<file path="src/rtl/axi_lite_reg_bridge_if.sv">
// axi_lite_reg_bridge_if: AXI4-Lite bus bundle (no WSTRB/PROT) shared by master and slave.
interface axi_lite_reg_bridge_if #(
  parameter int ADDR_WIDTH = 16,
  parameter int DATA_WIDTH = 32
);
  logic                  awvalid, awready;
  logic [ADDR_WIDTH-1:0] awaddr;
  logic                  wvalid, wready;
  logic [DATA_WIDTH-1:0] wdata;
  logic                  bvalid, bready;
  logic [1:0]            bresp;
  logic                  arvalid, arready;
  logic [ADDR_WIDTH-1:0] araddr;
  logic                  rvalid, rready;
  logic [1:0]            rresp;
  logic [DATA_WIDTH-1:0] rdata;
  modport master (
    output awvalid, awaddr, wvalid, wdata, bready, arvalid, araddr, rready,
    input  awready, wready, bvalid, bresp, arready, rvalid, rresp, rdata
  );
  modport slave (
    input  awvalid, awaddr, wvalid, wdata, bready, arvalid, araddr, rready,
    output awready, wready, bvalid, bresp, arready, rvalid, rresp, rdata
  );
endinterface

</file>
<file path="src/rtl/axi_lite_reg_bridge.sv">
// axi_lite_reg_bridge: AXI4-Lite slave turning bus transactions into one-at-a-time register strobes.
module axi_lite_reg_bridge #(
  parameter int ADDR_WIDTH = 16,
  parameter int DATA_WIDTH = 32
) (
  input  logic                  clk,
  input  logic                  rst,
  axi_lite_reg_bridge_if.slave  s_axi,
  output logic [ADDR_WIDTH-1:0] o_reg_address,
  input  logic                  i_reg_invalid_addr,
  output logic                  o_reg_in_rdy,
  input  logic                  i_reg_in_ack_stb,
  output logic [DATA_WIDTH-1:0] o_reg_in_data,
  output logic                  o_reg_out_req,
  input  logic                  i_reg_out_rdy_stb,
  input  logic [DATA_WIDTH-1:0] i_reg_out_data
);
  localparam logic [2:0] IDLE    = 3'd0;
  localparam logic [2:0] WR_WAIT = 3'd1;
  localparam logic [2:0] WR_RESP = 3'd2;
  localparam logic [2:0] RD_WAIT = 3'd3;
  localparam logic [2:0] RD_RESP = 3'd4;
  logic [2:0] state;
  logic       aw_f, w_f;
  logic       idle, aw_hs, w_hs, ar_hs, aw_nx, w_nx;
  // readies are gated by rst so every output reads 0 while held in reset
  assign idle          = rst && state == IDLE;
  assign s_axi.awready = idle && !aw_f;
  assign s_axi.wready  = idle && !w_f;
  assign s_axi.arready = idle && !aw_f && !w_f && !s_axi.awvalid && !s_axi.wvalid;
  assign aw_hs = s_axi.awvalid && s_axi.awready;
  assign w_hs  = s_axi.wvalid && s_axi.wready;
  assign ar_hs = s_axi.arvalid && s_axi.arready;
  assign aw_nx = aw_f || aw_hs;
  assign w_nx  = w_f || w_hs;
  always_ff @(posedge clk or negedge rst) begin
    if (!rst) begin
      state         <= IDLE;
      aw_f          <= 1'b0;
      w_f           <= 1'b0;
      o_reg_address <= '0;
      o_reg_in_data <= '0;
      o_reg_in_rdy  <= 1'b0;
      o_reg_out_req <= 1'b0;
      s_axi.bvalid  <= 1'b0;
      s_axi.bresp   <= 2'b00;
      s_axi.rvalid  <= 1'b0;
      s_axi.rresp   <= 2'b00;
      s_axi.rdata   <= '0;
    end else begin
      o_reg_in_rdy  <= 1'b0;
      o_reg_out_req <= 1'b0;
      case (state)
        IDLE: begin
          if (aw_hs) o_reg_address <= s_axi.awaddr;
          if (w_hs) o_reg_in_data <= s_axi.wdata;
          aw_f <= aw_nx;
          w_f  <= w_nx;
          if (aw_nx && w_nx) begin
            state        <= WR_WAIT;
            o_reg_in_rdy <= 1'b1;
          end else if (ar_hs) begin
            o_reg_address <= s_axi.araddr;
            state         <= RD_WAIT;
            o_reg_out_req <= 1'b1;
          end
        end
        WR_WAIT: if (i_reg_in_ack_stb) begin
          s_axi.bresp  <= i_reg_invalid_addr ? 2'b10 : 2'b00;
          s_axi.bvalid <= 1'b1;
          aw_f         <= 1'b0;
          w_f          <= 1'b0;
          state        <= WR_RESP;
        end
        WR_RESP: if (s_axi.bready) begin
          s_axi.bvalid <= 1'b0;
          state        <= IDLE;
        end
        RD_WAIT: if (i_reg_out_rdy_stb) begin
          s_axi.rdata  <= i_reg_out_data;
          s_axi.rresp  <= i_reg_invalid_addr ? 2'b10 : 2'b00;
          s_axi.rvalid <= 1'b1;
          state        <= RD_RESP;
        end
        RD_RESP: if (s_axi.rready) begin
          s_axi.rvalid <= 1'b0;
          state        <= IDLE;
        end
        default: state <= IDLE;
      endcase
    end
  end
endmodule

</file>
<file path="src/flat_wrapper.sv">
// flat-port wrapper written by rule: the top's interface ports become plain ports
module axi_lite_reg_bridge_flat 
#(
  parameter int ADDR_WIDTH = 16,
  parameter int DATA_WIDTH = 32
)
  (clk, rst, o_reg_address, i_reg_invalid_addr, o_reg_in_rdy, i_reg_in_ack_stb, o_reg_in_data, o_reg_out_req, i_reg_out_rdy_stb, i_reg_out_data, s_axi_awvalid, s_axi_awaddr, s_axi_wvalid, s_axi_wdata, s_axi_bready, s_axi_arvalid, s_axi_araddr, s_axi_rready, s_axi_awready, s_axi_wready, s_axi_bvalid, s_axi_bresp, s_axi_arready, s_axi_rvalid, s_axi_rresp, s_axi_rdata);
  axi_lite_reg_bridge_if #(.ADDR_WIDTH(ADDR_WIDTH), .DATA_WIDTH(DATA_WIDTH)) s_axi_i ();
  input  logic clk;
  input  logic rst;
  output logic [ADDR_WIDTH-1:0] o_reg_address;
  input  logic i_reg_invalid_addr;
  output logic o_reg_in_rdy;
  input  logic i_reg_in_ack_stb;
  output logic [DATA_WIDTH-1:0] o_reg_in_data;
  output logic o_reg_out_req;
  input  logic i_reg_out_rdy_stb;
  input  logic [DATA_WIDTH-1:0] i_reg_out_data;
  input wire logic [$bits(s_axi_i.awvalid)-1:0] s_axi_awvalid;
  input wire logic [$bits(s_axi_i.awaddr)-1:0] s_axi_awaddr;
  input wire logic [$bits(s_axi_i.wvalid)-1:0] s_axi_wvalid;
  input wire logic [$bits(s_axi_i.wdata)-1:0] s_axi_wdata;
  input wire logic [$bits(s_axi_i.bready)-1:0] s_axi_bready;
  input wire logic [$bits(s_axi_i.arvalid)-1:0] s_axi_arvalid;
  input wire logic [$bits(s_axi_i.araddr)-1:0] s_axi_araddr;
  input wire logic [$bits(s_axi_i.rready)-1:0] s_axi_rready;
  output wire logic [$bits(s_axi_i.awready)-1:0] s_axi_awready;
  output wire logic [$bits(s_axi_i.wready)-1:0] s_axi_wready;
  output wire logic [$bits(s_axi_i.bvalid)-1:0] s_axi_bvalid;
  output wire logic [$bits(s_axi_i.bresp)-1:0] s_axi_bresp;
  output wire logic [$bits(s_axi_i.arready)-1:0] s_axi_arready;
  output wire logic [$bits(s_axi_i.rvalid)-1:0] s_axi_rvalid;
  output wire logic [$bits(s_axi_i.rresp)-1:0] s_axi_rresp;
  output wire logic [$bits(s_axi_i.rdata)-1:0] s_axi_rdata;
  assign s_axi_i.awvalid = s_axi_awvalid;
  assign s_axi_i.awaddr = s_axi_awaddr;
  assign s_axi_i.wvalid = s_axi_wvalid;
  assign s_axi_i.wdata = s_axi_wdata;
  assign s_axi_i.bready = s_axi_bready;
  assign s_axi_i.arvalid = s_axi_arvalid;
  assign s_axi_i.araddr = s_axi_araddr;
  assign s_axi_i.rready = s_axi_rready;
  assign s_axi_awready = s_axi_i.awready;
  assign s_axi_wready = s_axi_i.wready;
  assign s_axi_bvalid = s_axi_i.bvalid;
  assign s_axi_bresp = s_axi_i.bresp;
  assign s_axi_arready = s_axi_i.arready;
  assign s_axi_rvalid = s_axi_i.rvalid;
  assign s_axi_rresp = s_axi_i.rresp;
  assign s_axi_rdata = s_axi_i.rdata;
  axi_lite_reg_bridge #(.ADDR_WIDTH(ADDR_WIDTH), .DATA_WIDTH(DATA_WIDTH)) u_core (.clk(clk), .rst(rst), .s_axi(s_axi_i), .o_reg_address(o_reg_address), .i_reg_invalid_addr(i_reg_invalid_addr), .o_reg_in_rdy(o_reg_in_rdy), .i_reg_in_ack_stb(i_reg_in_ack_stb), .o_reg_in_data(o_reg_in_data), .o_reg_out_req(o_reg_out_req), .i_reg_out_rdy_stb(i_reg_out_rdy_stb), .i_reg_out_data(i_reg_out_data));
endmodule
</file>
<file path="config.mk">
export PLATFORM = sky130hd
export DESIGN_NAME = axi_lite_reg_bridge_flat
export DESIGN_NICKNAME = d
export VERILOG_FILES = /design/src/rtl/axi_lite_reg_bridge_if.sv /design/src/rtl/axi_lite_reg_bridge.sv /design/src/flat_wrapper.sv
export SDC_FILE = /design/constraint.sdc
export NUM_CORES = 1
export LEC_CHECK = 0
export ABC_AREA = 0
export BUFFER_PORTS_ARGS = -buffer_cell sky130_fd_sc_hd__buf_2
export CAP_MARGIN = 20
export CELL_PAD_IN_SITES_DETAIL_PLACEMENT = 1
export CELL_PAD_IN_SITES_GLOBAL_PLACEMENT = 1
export CORE_MARGIN = 5
export CORE_UTILIZATION = 36
export DETAILED_ROUTE_END_ITERATION = 7
export GPL_TIMING_DRIVEN = 0
export PLACE_DENSITY = 0.95
export SYNTH_ARGS = -nofsm -noshare
export SYNTH_HDL_FRONTEND = slang
export SYNTH_SLANG_ARGS = --single-unit
</file>
<file path="constraint.sdc">
create_clock -name clk -period 4.5 [get_ports clk]
set_input_delay 0.225 -clock clk [delete_from_list [all_inputs] [get_ports clk]]
set_output_delay 0.225 -clock clk [all_outputs]
set_load 0.1 [all_outputs]
</file>
Yosys cells after proc, flatten, opt, wreduce, memory -nomap -nowiden:

Index checks and enable logic that the tools add are counted.

* magnitude comparators: 0
* bitwise gates (word level): 0
* shifts and indexed selects: 0
* $mul: 0
* add/subtract/negate cells: 0
* mux-type cells: 25
* reductions and logical operators: 27
* equality and inequality tests: 9
* divide/modulo/power cells: 0

Operator list (number)
* $mux W16: 3
* $mux W3: 6
* $pmux W3 S5: 1
* $logic_and A1 B1 Y1: 10
* $mux W1: 10
* $ne A2 B2 Y1 const B: 4
* $pmux W1 S2: 4
* $reduce_and A2 Y1: 4
* $eq A3 B2 Y1 const B: 2
* $reduce_and A3 Y1: 2
* $reduce_bool A2 Y1: 3
* $reduce_and A5 Y1: 1
* $logic_not A1 Y1: 4
* $eq A3 B1 Y1 const B: 1
* $eq A3 B3 Y1 const B: 1
* $logic_not A3 Y1: 1
* $ne A3 B2 Y1 const B: 1
* $logic_or A1 B1 Y1: 2
* $mux W2: 1

* ROM bits: 0
* flip-flop bits (word level): 93
* memories kept: 0
* bits of input ports: 106
* output and inout port bits: 91
* bits in latches: 0
* memory bits (writable): 0

Longest topological paths before layout:

* depth after elaboration: 10
* depth in mapped cells: 7
* gate-level depth less buffers: 4

Worst setup path after synthesis:

No wires, ideal clock.

* path kind: register to output
* from: reg u_core.state[1]
* to: out s_axi_arready
* data arrival time: 1.587 ns
* cell stages (with the launch flop): 4
* buffers on the path: 1
* slack: 2.688 ns
* required time: 4.275 ns
* cell sequence: dfrtp_1 -> buf_4 -> nor3_4 -> and3_1

* longest elaborated chain between the ends: 6

Ends and longest elaborated chain
* from (decl): RTL line axi_lite_reg_bridge.sv:23 `logic [2:0] state;`
* from (signal assigned): RTL line axi_lite_reg_bridge.sv:38 `state <= IDLE;`
* from (signal assigned): RTL line axi_lite_reg_bridge.sv:60 `state <= WR_WAIT;`
* from (signal assigned): RTL line axi_lite_reg_bridge.sv:64 `state <= RD_WAIT;`
* $logic_not A3 Y1: RTL line axi_lite_reg_bridge.sv:27 `assign idle = rst && state == IDLE;`
* $logic_and A1 B1 Y1: RTL line axi_lite_reg_bridge.sv:27
* $logic_and A1 B1 Y1 (4 in a row): RTL line axi_lite_reg_bridge.sv:30 `assign s_axi.arready = idle && !aw_f && !w_f && !s_axi.awvalid && !s_axi.wvalid;`
* to (decl): RTL line flat_wrapper.sv:31 `output wire logic [$bits(s_axi_i.arready)-1:0] s_axi_arready;`

No other way between the ends.

Worst setup path after layout:

* from: in rst
* to: out s_axi_arready

* longest elaborated chain between the ends: 5

Ends and longest elaborated chain
* from (decl): RTL line flat_wrapper.sv:10 `input logic rst;`
* $logic_and A1 B1 Y1: RTL line axi_lite_reg_bridge.sv:27
* $logic_and A1 B1 Y1 (4 in a row): RTL line axi_lite_reg_bridge.sv:30

No other way between the ends.

==> out/metrics.yaml <==
global_routing:
  grt_pass1_wl_mm: 17.25
  antenna_found_initial: 0
  grt_max_degree: 54
  grtUsageTotal_pct: 17.26
  grt_pass1_vias: 3332
  grt_overflow_total: 0
sta:
  finalCriticalPeriod_ns: 2.689
  finClkSkew_ns: 0.01002
  fmax_ghz: 0.3719
  layout_worst_path_cycle_share_pct: 59.75
  worst_slew_pin_slew_ns: 0.6177
  max_slew_margin_pct: 58.82
  finalHoldViolations: 0
  setup_viol: 0
  finalMaxSlewViolations: 0
  rsz0062_at_grt: "no"
  setup_tns_ns: 0
setup_path:
  crit_path_max_fanout: 53
  rr_worst_depth: 6
  worstSetupEndpoint: "s_axi_arready"
  cp.arrival_ns: 2.46
  r2r-start: "u_core.state[1]$_DFFE_PN0P_"
  r2r_slack_ns: 2.58
  critPathRequiredTime_ns: 4.28
  endpoint_kind: "output port"
  crit_start: "rst"
  r2r-end: "u_core.o_reg_address[2]$_DFFE_PN0N_"
  startpoint_type: "primary input"
  critPathKind: "in -> out"
finish:
  final_layout_size_suffix_gt1_share_pct: 60.59
  area_growth_pct: 38.09
  nFillCells: 1125
  fin_nets: 578
  diodes: 0
clock_network:
  cts_setup_buffers: 0
  path_clk_slew_ns: 0.09
  cts_resized: 0
  cts.sinks: 91
  clk_latency_ns: 0.35
  cts_max_path_buffers: 2
  cts_root_buffer: "clkbuf_8"
  cts_buffers: 9
  cts_tree: "yes"
  hold_buffers: 1
  cts_htree_levels: 3
logic_synthesis:
  synth_mux_area_share_pct: 24.91
  syn-instance-count: 264
  syn_area_per_cell_um2: 13.89
  synth_top_area_cell: "dfrtp_1"
  synth_compound_area_share_pct: 4.027
  synthFlopType: "dfrtp_1"
  async_flop_share_pct: 100.0
  synth.cell_area_um2: 3666
  synth_adder_area_share_pct: 0
  synth.most_common_cell: "dfrtp_1"
  synth_top_area_share_pct: 62.12
  synth_xor_area_share_pct: 0
  yosys_warnings: 0
  ys_types: 29
  synth_seq_cells: 91
  synth-seq-area-share_pct: 62.12
  synth_edf_count: 0
  synth_top_family_by_area: "multiplexers"
  synth_area_leaders: "dfrtp_1, mux2_2, mux2i_1"
  yosys.area_share.simple_pct: 5.973
  netlist_top_cells_count: "dfrtp_1, mux2_2, nor2_1"
die:
  die-area_um2: 12300
  die_y_um: 110.9
  initial_core_util_pct: 37.16
  core_area_um2: 9864
  die_x_um: 110.9
  rows: 36
  pin_count: 197
routing:
  dr.pass1.iters: 3
  routed_wl_mm: 10.60
  num_vias: 2909
  drtAntennaViolNets: 0
  drtIter0Drc: 86
  drc_errors: 0
  wire_per_inst_um: 17.37
  vias_per_cell: 4.769
worst_hold_path:
  hp-class: "in -> reg"
  min_from: "i_reg_out_data[0]"
status:
  status: "completed"
placed_design:
  portBuffers: 194
  hpwl_mm: 8.523
  gp_congestion: 0.8420
job:
  cap_violations: 0
## cell usage in the layout, fill, tap and decap left out, types with 2 or more instances in the layout
master / netlist / layout
mux2i_1: 17 / 17
inv_1: 5 / 5
clkbuf_8: 0 / 9
nand4_1: 2 / 2
nor3_1: 2 / 2
a21oi_1: 20 / 20
o21ai_0: 2 / 2
and3_1: 3 / 3
inv_6: 0 / 2
nand3_1: 2 / 2
nor4b_1: 2 / 2
clkinv_2: 0 / 2
nor2_1: 21 / 21
dfrtp_1: 91 / 91
bufinv_16: 0 / 2
buf_6: 2 / 2
mux2_2: 66 / 66
buf_4: 3 / 4
nand2_1: 5 / 5
buf_2: 6 / 199
clkbuf_1: 3 / 4
conb_1: 1 / 2
## final cells by class
| type | count | area, um2 | share of cell area (%) |
|---|---|---|---|
| plain buffers | 14 | 86.33 | 1.705 |
| clock buffers | 10 | 127.6 | 2.521 |
| clock inverters | 6 | 87.58 | 1.730 |
| inverters | 5 | 18.77 | 0.3707 |
| multi-input cells | 155 | 1287 | 25.43 |
| flip-flops and latches | 91 | 2277 | 44.98 |
| well taps | 133 | 166.4 | 3.287 |
| repair buffers | 196 | 1011 | 19.97 |
## stage by stage
| step | cells | instance area (um2) | setup WS (ns) | util, % | hold slack [ns] |
|---|---|---|---|---|---|
| final | 610 | 5062 | 1.811 | 51.32 | 0.09956 |
| after global routing | 610 | 5062 | 1.593 | 51.32 | 0.07891 |
| after CTS | 610 | 5062 | 1.742 | 51.32 | 0.07248 |
| after detailed placement | 593 | 4837 | 2.084 | 49.04 | 0.2729 |
| after global placement | 592 | 4807 | 1.123 | 48.73 | 0.4560 |
| after floorplan | 265 | 3670 | 2.688 | - | -0.07059 |
## critical path: stages
cell           delay (ns)
dlygate4sd3_1        0.53
buf_4                0.50
buf_16               0.32
nor2b_1              0.27
and3_1               0.18
buf_2                0.42
## sequential cells by signal, indices dropped and copies added (netlist names), 3 cells and up
signal                flops
u_core.state              3
u_core.o_reg_in_data     32
u_core.o_reg_address     16
u_core.s_axi.rdata       32
## logic make-up (layout without fill, tap and decap cells)
| kind of cell | after synthesis | in the layout |
|---|---|---|
| mux | 83 | 83 |
| flops | 91 | 91 |
| buf+inv | 19 | 231 |
| other cells | 1 | 2 |
| compound gates | 27 | 27 |
| simple gates | 43 | 43 |
## layer usage
metal	track usage (%)	part of all wire, %	vias up
li1	-	-	1333
met1	18.73	37	1425
met2	30.66	51	135
met3	6.496	9.4	16
met4	6.158	1.9	0
met5	0	0	-
## how the worst min path moves through the flow
stage                                                       to  slack, ns  cells past startpoint
final                        u_core.s_axi.rdata[0]$_DFFE_PN0P_        0.1                      2
after global routing      u_core.o_reg_in_data[10]$_DFFE_PN0P_       0.08                      2
after CTS                    u_core.s_axi.rdata[0]$_DFFE_PN0P_       0.07                      2
after detailed placement   u_core.o_reg_address[5]$_DFFE_PN0N_       0.27                      1
after global placement      u_core.s_axi.rdata[19]$_DFFE_PN0P_       0.46                      2
after floorplan                        u_core.aw_f$_DFFE_PN0P_      -0.07                      0
Power is not shown: default switching activity piles up to over one toggle a cycle in this logic, so the estimate is an artifact.
